## src/rtl/branch_resolve_unit_pkg.sv

```systemverilog
// rtl/branch_resolve_unit_pkg.sv - shared branch encodings, compare flags and decode helpers
package branch_resolve_unit_pkg;

  localparam int DEFAULT_REG_WIDTH = 32;

  // RV32I conditional-branch funct3 encodings
  localparam logic [2:0] BR_EQ  = 3'b000;
  localparam logic [2:0] BR_NE  = 3'b001;
  localparam logic [2:0] BR_LT  = 3'b100;
  localparam logic [2:0] BR_GE  = 3'b101;
  localparam logic [2:0] BR_LTU = 3'b110;
  localparam logic [2:0] BR_GEU = 3'b111;

  // Fall-through distance for a 32-bit instruction
  localparam int unsigned PC_INC = 4;

  // Operand comparison results captured in stage 1
  typedef struct packed {
    logic eq;
    logic lts;
    logic ltu;
  } cmp_flags_t;

  // Direction from the registered flags; reserved encodings resolve not-taken
  function automatic logic resolve_taken(input logic [2:0] funct3, input cmp_flags_t flags);
    logic taken;
    taken = 1'b0;
    case (funct3)
      BR_EQ:   taken = flags.eq;
      BR_NE:   taken = !flags.eq;
      BR_LT:   taken = flags.lts;
      BR_GE:   taken = !flags.lts;
      BR_LTU:  taken = flags.ltu;
      BR_GEU:  taken = !flags.ltu;
      default: taken = 1'b0;
    endcase
    return taken;
  endfunction

  // Only 010 and 011 fall outside the six branch encodings
  function automatic logic is_illegal_funct3(input logic [2:0] funct3);
    return !(funct3 inside {BR_EQ, BR_NE, BR_LT, BR_GE, BR_LTU, BR_GEU});
  endfunction

endpackage

```

## src/rtl/branch_resolve_unit_pipe_stage_reg.sv

```systemverilog
// rtl/branch_resolve_unit_pipe_stage_reg.sv - one valid/ready register slice with flush
module pipe_stage_reg #(
  parameter int WIDTH = 8
) (
  input  logic             clk,
  input  logic             rst,
  input  logic             kill,
  input  logic             in_valid,
  output logic             in_ready,
  input  logic [WIDTH-1:0] in_data,
  output logic             out_valid,
  input  logic             out_ready,
  output logic [WIDTH-1:0] out_data
);

  logic             valid_q, valid_d;
  logic [WIDTH-1:0] data_q, data_d;

  // Slot is free when empty or when its content leaves this cycle; kill empties it
  always_comb begin
    in_ready = !valid_q || out_ready;
    valid_d  = valid_q;
    data_d   = data_q;
    if (in_ready) begin
      valid_d = in_valid;
      if (in_valid) begin
        data_d = in_data;
      end
    end
    if (kill) begin
      valid_d = 1'b0;
    end
  end

  // Slice state; data is held while the consumer stalls
  always_ff @(posedge clk or posedge rst) begin
    if (rst) begin
      valid_q <= 1'b0;
      data_q  <= '0;
    end else begin
      valid_q <= valid_d;
      data_q  <= data_d;
    end
  end

  assign out_valid = valid_q;
  assign out_data  = data_q;

endmodule

```

## src/rtl/branch_resolve_unit.sv

```systemverilog
// rtl/branch_resolve_unit.sv - pipelined branch compare, target, redirect and mispredict stats
module branch_resolve_unit
  import branch_resolve_unit_pkg::*;
#(
  parameter int REG_WIDTH = DEFAULT_REG_WIDTH,
  parameter int PC_WIDTH  = 32,
  parameter int LATENCY   = 2,
  parameter int CNT_WIDTH = 16
) (
  input  logic                 clk,
  input  logic                 rst,
  input  logic                 kill,
  input  logic                 in_valid,
  output logic                 in_ready,
  input  logic [2:0]           funct3,
  input  logic [REG_WIDTH-1:0] data_rs1,
  input  logic [REG_WIDTH-1:0] data_rs2,
  input  logic [PC_WIDTH-1:0]  pc,
  input  logic [PC_WIDTH-1:0]  imm,
  input  logic                 pred_taken,
  output logic                 out_valid,
  input  logic                 out_ready,
  output logic                 br_taken,
  output logic [PC_WIDTH-1:0]  br_target,
  output logic [PC_WIDTH-1:0]  redirect_pc,
  output logic                 mispredict,
  output logic                 illegal,
  output logic [CNT_WIDTH-1:0] cnt_branches,
  output logic [CNT_WIDTH-1:0] cnt_mispredicts
);

  localparam int S1_W  = 3 + 3 + 1 + 2 * PC_WIDTH;
  localparam int RES_W = 3 + 2 * PC_WIDTH;

  cmp_flags_t          in_flags;
  cmp_flags_t          s1_flags;
  logic [2:0]          s1_funct3;
  logic                s1_pred;
  logic [PC_WIDTH-1:0] s1_target;
  logic [PC_WIDTH-1:0] s1_pc4;
  logic                s1_valid;
  logic                s1_ready;
  logic                s1_in_ready;
  logic [S1_W-1:0]     s1_in_data;
  logic [S1_W-1:0]     s1_out_data;

  logic                res_taken;
  logic                res_mispredict;
  logic                res_illegal;
  logic [PC_WIDTH-1:0] res_redirect;
  logic [RES_W-1:0]    res_in_data;
  logic [RES_W-1:0]    res_out_data;

  logic                 retire;
  logic [CNT_WIDTH-1:0] cnt_branches_q, cnt_branches_d;
  logic [CNT_WIDTH-1:0] cnt_mispredicts_q, cnt_mispredicts_d;

  // Stage-1 payload: compare flags and both candidate PCs; adds wrap modulo 2^PC_WIDTH
  always_comb begin
    in_flags.eq  = (data_rs1 == data_rs2);
    in_flags.lts = ($signed(data_rs1) < $signed(data_rs2));
    in_flags.ltu = (data_rs1 < data_rs2);
    s1_in_data   = {in_flags, funct3, pred_taken, pc + imm, pc + PC_WIDTH'(PC_INC)};
  end

  pipe_stage_reg #(
    .WIDTH (S1_W)
  ) u_stage1 (
    .clk       (clk),
    .rst       (rst),
    .kill      (kill),
    .in_valid  (in_valid),
    .in_ready  (s1_in_ready),
    .in_data   (s1_in_data),
    .out_valid (s1_valid),
    .out_ready (s1_ready),
    .out_data  (s1_out_data)
  );

  // A flush frees every slot, so offers during kill are taken and then dropped
  assign in_ready = s1_in_ready || kill;

  // Resolve direction and redirect from the registered stage-1 fields
  always_comb begin
    {s1_flags, s1_funct3, s1_pred, s1_target, s1_pc4} = s1_out_data;
    res_taken      = resolve_taken(s1_funct3, s1_flags);
    res_illegal    = is_illegal_funct3(s1_funct3);
    res_mispredict = res_taken ^ s1_pred;
    res_redirect   = res_taken ? s1_target : s1_pc4;
    res_in_data    = {res_taken, res_mispredict, res_illegal, s1_target, res_redirect};
  end

  generate
    if (LATENCY == 2) begin : g_lat2
      pipe_stage_reg #(
        .WIDTH (RES_W)
      ) u_stage2 (
        .clk       (clk),
        .rst       (rst),
        .kill      (kill),
        .in_valid  (s1_valid),
        .in_ready  (s1_ready),
        .in_data   (res_in_data),
        .out_valid (out_valid),
        .out_ready (out_ready),
        .out_data  (res_out_data)
      );
    end else if (LATENCY == 1) begin : g_lat1
      assign s1_ready     = out_ready;
      assign out_valid    = s1_valid;
      assign res_out_data = res_in_data;
    end else begin : g_lat_bad
      $error("branch_resolve_unit: LATENCY must be 1 or 2");
    end
  endgenerate

  // Present the final result fields
  always_comb begin
    {br_taken, mispredict, illegal, br_target, redirect_pc} = res_out_data;
  end

  assign retire = out_valid && out_ready;

  // Saturating statistics; a retire coinciding with kill still counts
  always_comb begin
    cnt_branches_d    = cnt_branches_q;
    cnt_mispredicts_d = cnt_mispredicts_q;
    if (retire && (cnt_branches_q != '1)) begin
      cnt_branches_d = cnt_branches_q + 1'b1;
    end
    if (retire && mispredict && (cnt_mispredicts_q != '1)) begin
      cnt_mispredicts_d = cnt_mispredicts_q + 1'b1;
    end
  end

  // Counter registers
  always_ff @(posedge clk or posedge rst) begin
    if (rst) begin
      cnt_branches_q    <= '0;
      cnt_mispredicts_q <= '0;
    end else begin
      cnt_branches_q    <= cnt_branches_d;
      cnt_mispredicts_q <= cnt_mispredicts_d;
    end
  end

  assign cnt_branches    = cnt_branches_q;
  assign cnt_mispredicts = cnt_mispredicts_q;

endmodule

```

## config.mk

```make
export PLATFORM = sky130hd
export DESIGN_NAME = branch_resolve_unit
export DESIGN_NICKNAME = d
export VERILOG_FILES = /design/src/rtl/branch_resolve_unit_pkg.sv /design/src/rtl/branch_resolve_unit_pipe_stage_reg.sv /design/src/rtl/branch_resolve_unit.sv
export SDC_FILE = /design/constraint.sdc
export NUM_CORES = 1
export LEC_CHECK = 0
export CAP_MARGIN = 20
export CORE_MARGIN = 1.5
export CORE_UTILIZATION = 55
export CTS_CLUSTER_SIZE = 30
export DETAILED_ROUTE_END_ITERATION = 6
export PLACE_DENSITY = 0.95
export SKIP_CTS_REPAIR_TIMING = 1
export SLEW_MARGIN = 5
export SYNTH_ARGS = -nofsm -noshare
export SYNTH_HDL_FRONTEND = slang
export SYNTH_HIERARCHICAL = 1
export SYNTH_SLANG_ARGS = --single-unit
```

## constraint.sdc

```tcl
create_clock -name clk -period 7.72 [get_ports clk]
set_clock_uncertainty 0.2 [all_clocks]
set_input_delay 1.544 -clock clk [delete_from_list [all_inputs] [get_ports clk]]
set_output_delay 1.544 -clock clk [all_outputs]
set_load 0.03 [all_outputs]
```

* Word-level counts from Yosys, hierarchy flattened
Index checks and enable logic that the tools add are counted.
** Word-level totals
- Output and inout bits :: 101
- Memories kept :: 0
- Bits in read-only memories :: 0
- Register bits :: 172
- Memory bits (writable) :: 0
- Bits in latches :: 0
** Cells by class
- $add $sub $neg :: 4
- Shifts and indexed selects :: 0
- $mul :: 0
- Reduce and logical (&&, ||, !) cells :: 19
- Muxes and demuxes :: 6
- Equality and inequality tests :: 8
- $lt $le $gt $ge :: 2
- Divide/modulo/power cells :: 0
- Bitwise gates (word level) :: 1
** Operators by type and width (count)
- 32-bit less-than comparator :: 2
- 16-bit by 1-bit adder with 16-bit output (second input constant) :: 2
- 32-bit by 3-bit adder with 32-bit output (second input constant) :: 1
- 32-bit adder :: 1
- 32-bit == test :: 1
- 32-bit two-way mux :: 1
- 16-bit != test (second input constant) :: 2
- 3-bit == test (second input constant) :: 4
- 1-bit zero test :: 6
- 1-bit one-hot mux with 6 select lines :: 1
- 6-bit nonzero test :: 1
- 1-bit logical AND :: 4
- 1-bit two-way mux :: 4
- 2-bit AND reduction :: 2
- 2-bit nonzero test :: 2
- 3-bit by 1-bit == test with 1-bit output (second input constant) :: 1
- 3-bit zero test :: 1
- 1-bit logical OR :: 3
- 1-bit bitwise XOR :: 1

* Logic depth before layout (Yosys ltp)
Gate-level depths: netlist of run 1.
- Depth after elaboration :: 5
- Mapped depth :: 10
- Depth with buffers taken out :: 10

* Hierarchy
The synthesis of run 1 kept the hierarchy.
** Modules (own cells, without submodules)
- branch_resolve_unit :: seq. area each 800.8 um2, times used 1, area each 4789.6 um2, cells each 596
- pipe_stage_reg at u_stage1 :: seq. area each 1801.7 um2, times used 1, area each 2980.4 um2, cells each 155
- pipe_stage_reg at g_lat2.u_stage2 :: seq. area each 1701.6 um2, times used 1, area each 2661.3 um2, cells each 147

* Worst setup path after synthesis of run 1
No wires, ideal clock.
- Path type :: input-to-output
- Start point :: input port out_ready
- End point :: output port in_ready
- Arrival time :: 2.191 ns
- Data required time :: 5.976 ns
- Setup slack :: 3.785 ns
- Stages :: 3
- Cell sequence :: nand2b_4 nand2b_4 or2_2
** Between the ends
- Cells in the longest elaborated chain, start to end :: 3
** RTL lines
- start, declared :: RTL line branch_resolve_unit.sv:22 : input logic out_ready,
- 1-bit logical OR (2 in a row) :: RTL line branch_resolve_unit_pipe_stage_reg.sv:21 : in_ready = !valid_q || out_ready;
- via s1_in_ready :: RTL line branch_resolve_unit.sv:43 : logic s1_in_ready;
- 1-bit logical OR :: RTL line branch_resolve_unit.sv:81 : assign in_ready = s1_in_ready || kill;
- end, declared :: RTL line branch_resolve_unit.sv:14 : output logic in_ready,
The timed path passes the listed nets, and every way through them passes these cells.

* Worst setup path after layout of run 1
- Start point :: input port out_ready
- End point :: output port in_ready
** Between the ends
- Cells in the longest elaborated chain, start to end :: 3
** RTL lines
- 1-bit logical OR :: RTL line branch_resolve_unit_pipe_stage_reg.sv:21
- via s1_ready :: RTL line branch_resolve_unit.sv:42 : logic s1_ready;
- 1-bit logical OR :: RTL line branch_resolve_unit_pipe_stage_reg.sv:21
- via s1_in_ready :: RTL line branch_resolve_unit.sv:43
- 1-bit logical OR :: RTL line branch_resolve_unit.sv:81
The timed path passes the listed nets, and every way through them passes these cells.

==> flow_summary_export.csv, run 1 <==
group,metric,value,unit
status,status,"finished, final reports clean",
setup_path,worstSetupStartpoint,"out_ready",
timing,setup_viol,0,
setup_path,timing.rr.start,"u_stage1/out_data[66]$_DFFE_PP0P_",
layout,drive_gt1_frac,0.198,
yosys,synth-warning-count,6,
routing,first_pass_iters,5,
routing,drc_errors,0,
grt,grt_max_degree,72,
grt,grt_pass1_wl,42.4,mm
yosys,synth_cell_types,57,
yosys,synth_edf_count,0,
setup_path,worst-setup-path-type,"input port to primary output",
routing,antenna_left,0,
timing,slew_viol_final,0,
die,rows,50,
yosys,synth_nets,1102,
power_and_ir_drop,leakage,6.15,nW
clock_network,clk_latency,430,ps
grt,grt-ovfl-total,0,
setup_path,crit_fanout,4,
routing,drt-initial-drc-count,366,
yosys,synth_cells,898,
die,coreArea,18600,um^2
place,place_ws,2730,ps
yosys,synth_common_cells,"dfrtp_1, mux2_4, mux2_2",
timing,period_share,0.647,
yosys,synth_area_leaders,"dfrtp_1, mux2_4, ha_1",
die,initial_utilization,0.560,
timing,hold_viol_final,0,
yosys,synth_compound_area_frac,0.0786,
yosys,synthMuxAreaShare,0.224,
yosys,syn_area_per_cell,11.6,um^2
power_and_ir_drop,power.density,262,nW/um^2
die,design.die.area,19800,um^2
clock_network,numCtsBuffers,17,
yosys,synth-seq-cells,172,
layout,antenna_cells,0,
yosys,async_flop_share,1.00,
die,die_h,141,um
timing,fmax,0.200,GHz
yosys,ys_seq_area_frac,0.413,
yosys,synth_largest_area_cell,"dfrtp_1",
grt,grtUsageTotal,0.270,
layout,synthToLayoutAreaGrowth,30.5,%
layout,nFillCells,1235,
timing,grt_setup_unrepaired,"false",
worst_hold_path,min_path_type,"flop to flop",
die,io_pins,238,
timing,worst_slew_pin_slew,956,ps
timing,fin_ws,2720,ps
setup_path,cp-start-kind,"input port",
die,die_x,141,um
power_and_ir_drop,peakVddDrop,0.163,mV
place,dp_hpwl,19.7,mm
clock_network,cts_max_level,4,
setup_path,arrival,3250,ps
timing,min_period,5000,ps
yosys,synth_top_family_by_area,"multiplexers",
flow_run,cap_viol_max_count,0,
timing,maxSlewHeadroom,0.363,
yosys,yosys_most_used_dff,"dfrtp_1",
place,io_buffers,237,
clock_network,cts_tree,"yes",
worst_hold_path,min-delay-start,"cnt_branches[14]$_DFFE_PP0P_",
clock_network,clockBufferDepth,2,
layout,fin_nets,1341,
yosys,yosysTopAreaCellShare,0.413,
clock_network,path_clk_slew,70,ps
place,place.gp.congestion,0.920,
yosys,yosysMostFrequentCell,"dfrtp_1",
clock_network,cts.sinks,172,
clock_network,cts_root_buf,"clkbuf_16",
setup_path,r2r_slack,4920,ps
routing,routed_via_density,5.67,
routing,wl_per_cell,18.8,um
yosys,syn_area,10400,um^2
timing,tns,0,ps
setup_path,required,5980,ps
yosys,synthSimpleGateAreaFrac,0.0937,
yosys,synth_xor_xnor_area_share,0.0772,
grt,antenna_found_initial,1,
yosys,synth_adder_area_share,0.0811,
routing,wl,26.0,mm
grt,grt_pass1_vias,8423,
routing,vias,7851,
setup_path,end_kind,"primary output",
-- path summary, 6_finish.rpt --
path | to | cells past startpoint
max in group asynchronous | u_stage1/out_data[53]$_DFFE_PP0P_ | 3
hold / removal | cnt_branches[14]$_DFFE_PP0P_ | 1
min in group asynchronous | u_stage1/out_valid$_DFFE_PP0P_ | 2
hold reg to reg | cnt_branches[14]$_DFFE_PP0P_ | 1
setup reg to reg | g_lat2.u_stage2/out_data[0]$_DFFE_PP0P_ | 6
setup / recovery | in_ready | 5
-- cells in the final DEF, fill, tap and decap left out, types with 4 or more instances in the layout --
master,count
xor2_1,32
nor2b_1,4
ha_1,66
mux2_2,73
nand4_1,19
nor3_1,11
dfrtp_1,172
and3_1,17
nand2_1,61
a21oi_1,52
o21a_1,4
clkdlybuf4s50_1,237
a211oi_1,10
nor2_1,36
nand3_1,28
clkbuf_16,17
o211ai_1,4
o21bai_1,4
buf_4,4
o21ai_0,24
inv_1,43
xnor2_1,60
inv_6,4
mux2_4,100
a21o_1,8
-- registers in the layout (all words and copies together), names as in the netlist --
register and cells:
cnt_branches 16, cnt_mispredicts 16, g_lat2.u_stage2/out_data 67, g_lat2.u_stage2/out_valid 1, u_stage1/out_data 71, u_stage1/out_valid 1
-- metal layers --
metal | wire length, um | up-vias | global-route usage
met3 | 1710 | 51 | 0.0632
met1 | 10300 | 3850 | 0.321
met5 | 13 | - | 0
met2 | 13400 | 283 | 0.482
met4 | 575 | 2 | 0.0877
li1 | - | 3665 | -
-- power breakdown --
group / leakage (nW) / switching (mW) / total [mW] / internal, mW
clock: 0.289 / 0.376 / 0.861 / 0.485
combinational: 3.78 / 0.696 / 1.42 / 0.719
sequential: 2.08 / 0.169 / 1.30 / 1.13
-- final cells by class --
| class | instances | area, um^2 | share of cell area |
|---|---|---|---|
| multi-input combinational | 658 | 5800 | 0.426 |
| sequential | 172 | 4300 | 0.316 |
| timing repair buffer | 243 | 2460 | 0.181 |
| clock buffer | 18 | 429 | 0.0315 |
| tap | 234 | 293 | 0.0215 |
| inverter | 45 | 169 | 0.0124 |
| clock inverter | 14 | 161 | 0.0119 |
-- per-stage QoR --
step                 util  hold slack, ps  cell area, um^2  total power [mW]  instances
floorplan               -             274            10400              2.15        898
finish              0.730             300            13600              3.57       1384
global placement    0.696             276            13000              2.66       1350
CTS                 0.729             298            13600              3.59       1383
detailed placement  0.697             288            13000              2.71       1351
global route        0.730             320            13600              3.73       1384
-- cell families (layout without fill, tap and decap cells) --
family / after synthesis / in the layout
compound gates: 129 / 129
simple gates: 196 / 196
mux: 174 / 174
flops: 172 / 172
fa+ha+maj: 67 / 67
xor+xnor: 92 / 92
buf+inv: 68 / 320
-- worst max-delay path, stage by stage --
cell	delay, ps
clkdlybuf4s50_1	480
nand2b_4	200
nand2b_4	170
or2_2	270
clkdlybuf4s50_1	590
Note: power is estimated with default switching activity, not from simulation.
==> run 2, diff against run 1 <==
--- a/config.mk
+++ b/config.mk
@@ -7,10 +7,10 @@
 export LEC_CHECK = 0
 export CAP_MARGIN = 20
 export CORE_MARGIN = 1.5
-export CORE_UTILIZATION = 55
+export CORE_UTILIZATION = 51
 export CTS_CLUSTER_SIZE = 30
 export DETAILED_ROUTE_END_ITERATION = 6
-export PLACE_DENSITY = 0.95
+export PLACE_DENSITY = 0.93
 export SKIP_CTS_REPAIR_TIMING = 1
 export SLEW_MARGIN = 5
 export SYNTH_ARGS = -nofsm -noshare
==> constraint.sdc (replaced) <==
create_clock -name clk -period 5.1 [get_ports clk]
set_clock_uncertainty 0.2 [all_clocks]
set_input_delay 1.02 -clock clk [delete_from_list [all_inputs] [get_ports clk]]
set_output_delay 1.02 -clock clk [all_outputs]
set_load 0.03 [all_outputs]
==> run 2 against run 1 <==
Via count down 0.62%. First-iteration DRC count up 7.4%. Final area up 0.14%. Worst setup slack worse by 1600 ps. Combinational power up 50%. Count of clock-buffer cells in the layout up 2. Core utilization down 5.4 points. Register-to-register slack worse by 2200 ps. Die area up 7.7%. Sequential cell count unchanged. Routed wire length down 0.97%. Critical endpoint unchanged.
==> flow_summary_export.csv, run 2 (synthesis gave the netlist of run 1 again) <==
group,metric,value,unit
clock_network,cts_tree,"yes",
routing,wl,25.7,mm
clock_network,clockBufferDepth,2,
clock_network,path_clk_slew,60,ps
die,die_x,146,um
die,coreArea,20200,um^2
power_and_ir_drop,peakVddDrop,0.242,mV
setup_path,cp-start-kind,"input port",
die,rows,52,
die,die_h,146,um
die,io_pins,238,
power_and_ir_drop,power.total,5.29,mW
routing,drc_errors,0,
routing,wl_per_cell,18.1,um
layout,final_cell_count_no_fill,1424,
setup_path,worst-setup-path-type,"input port to primary output",
timing,min_period,3950,ps
timing,tns,0,ps
routing,first_pass_iters,4,
clock_network,clk_latency,430,ps
setup_path,end_kind,"primary output",
timing,period_share,0.775,
routing,vias,7802,
place,place.gp.congestion,0.893,
clock_network,cts.sinks,172,
grt,grt_pass1_wl,41.7,mm
power_and_ir_drop,leakage,6.14,nW
clock_network,numCtsBuffers,17,
status,status,"finished, final reports clean",
place,io_buffers,237,
grt,grtUsageTotal,0.247,
worst_hold_path,min_path_type,"flop to flop",
layout,fin_nets,1344,
flow_run,cap_viol_max_count,0,
place,dp_hpwl,20.0,mm
layout,final_cell_mix,"clkdlybuf4s50_1, dfrtp_1, mux2_4, mux2_2, ha_1",
layout,largest_reg_flops,71,
die,initial_utilization,0.517,
grt,antenna_found_initial,0,
timing,fmax,0.253,GHz
routing,drt-initial-drc-count,393,
timing,hold_viol_final,0,
setup_path,required,3880,ps
layout,final_common_cell,"clkdlybuf4s50_1",
place,placed_cells_incl_taps,1390,
routing,antenna_left,0,
layout,synthToLayoutAreaGrowth,30.7,%
setup_path,arrival,2730,ps
timing,grt_setup_unrepaired,"false",
timing,slew_viol_final,0,
setup_path,crit_fanout,4,
grt,grt-ovfl-total,0,
clock_network,cts_root_buf,"clkbuf_16",
die,design.die.area,21300,um^2
clock_network,cts_max_level,4,
grt,grt_pass1_vias,8083,
timing,worst_slew_pin_slew,742,ps
grt,grt_max_degree,68,
timing,setup_viol,0,
routing,routed_via_density,5.48,
timing,maxSlewHeadroom,0.505,
layout,drive_gt1_frac,0.199,
layout,final_util,0.676,
power_and_ir_drop,power.density,388,nW/um^2
==> run 2: area by class of cell <==
class | instances | area (um^2)
fill | 1477 | 6540
sequential | 172 | 4300
tap | 270 | 338
inverter | 45 | 169
timing repair buffer | 246 | 2480
clock inverter | 12 | 87.6
clock buffer | 20 | 447
antenna | 1 | 2.50
multi-input combinational | 658 | 5800
==> run 2: where the power goes <==
part	switching, mW	internal, mW
clock	0.549	0.640
combinational	1.04	1.09
sequential	0.259	1.71
total	1.85	3.43
==> run 2: per-stage QoR <==
stage	setup slack [ps]	cell area, um^2	hold slack, ps
2_1_floorplan	1700	10400	274
3_3_place_gp	995	13000	274
3_5_place_dp	940	13100	285
4_1_cts	1140	13600	297
5_1_grt	1110	13600	316
6_report	1150	13600	292
==> run 2: worst paths after layout <==
| kind | start | to | slack, ps | cells after the start |
|---|---|---|---|---|
| worst max register to register | u_stage1/out_data[66]$_DFFE_PP0P_ | g_lat2.u_stage2/out_data[21]$_DFFE_PP0P_ | 2700 | 6 |
| worst min register to register | cnt_mispredicts[9]$_DFFE_PP0P_ | cnt_mispredicts[9]$_DFFE_PP0P_ | 290 | 1 |
| min in group asynchronous | rst | cnt_mispredicts[7]$_DFFE_PP0P_ | 720 | 2 |
| max in group asynchronous | rst | u_stage1/out_data[33]$_DFFE_PP0P_ | 3020 | 3 |
| worst min-delay path | cnt_mispredicts[9]$_DFFE_PP0P_ | cnt_mispredicts[9]$_DFFE_PP0P_ | 290 | 1 |
| worst max-delay path | out_ready | in_ready | 1150 | 5 |
==> run 2: routing by layer <==
layer,GRT usage,part of all wire
met4,0.0576,0.012
met3,0.0575,0.064
met5,0,0
met1,0.302,0.41
met2,0.442,0.51
==> run 2: worst max-delay path, cell delays in order <==
cell	delay, ps
clkdlybuf4s50_1	470
nand2b_4	190
nand2b_4	160
or2_2	290
clkdlybuf4s50_1	600
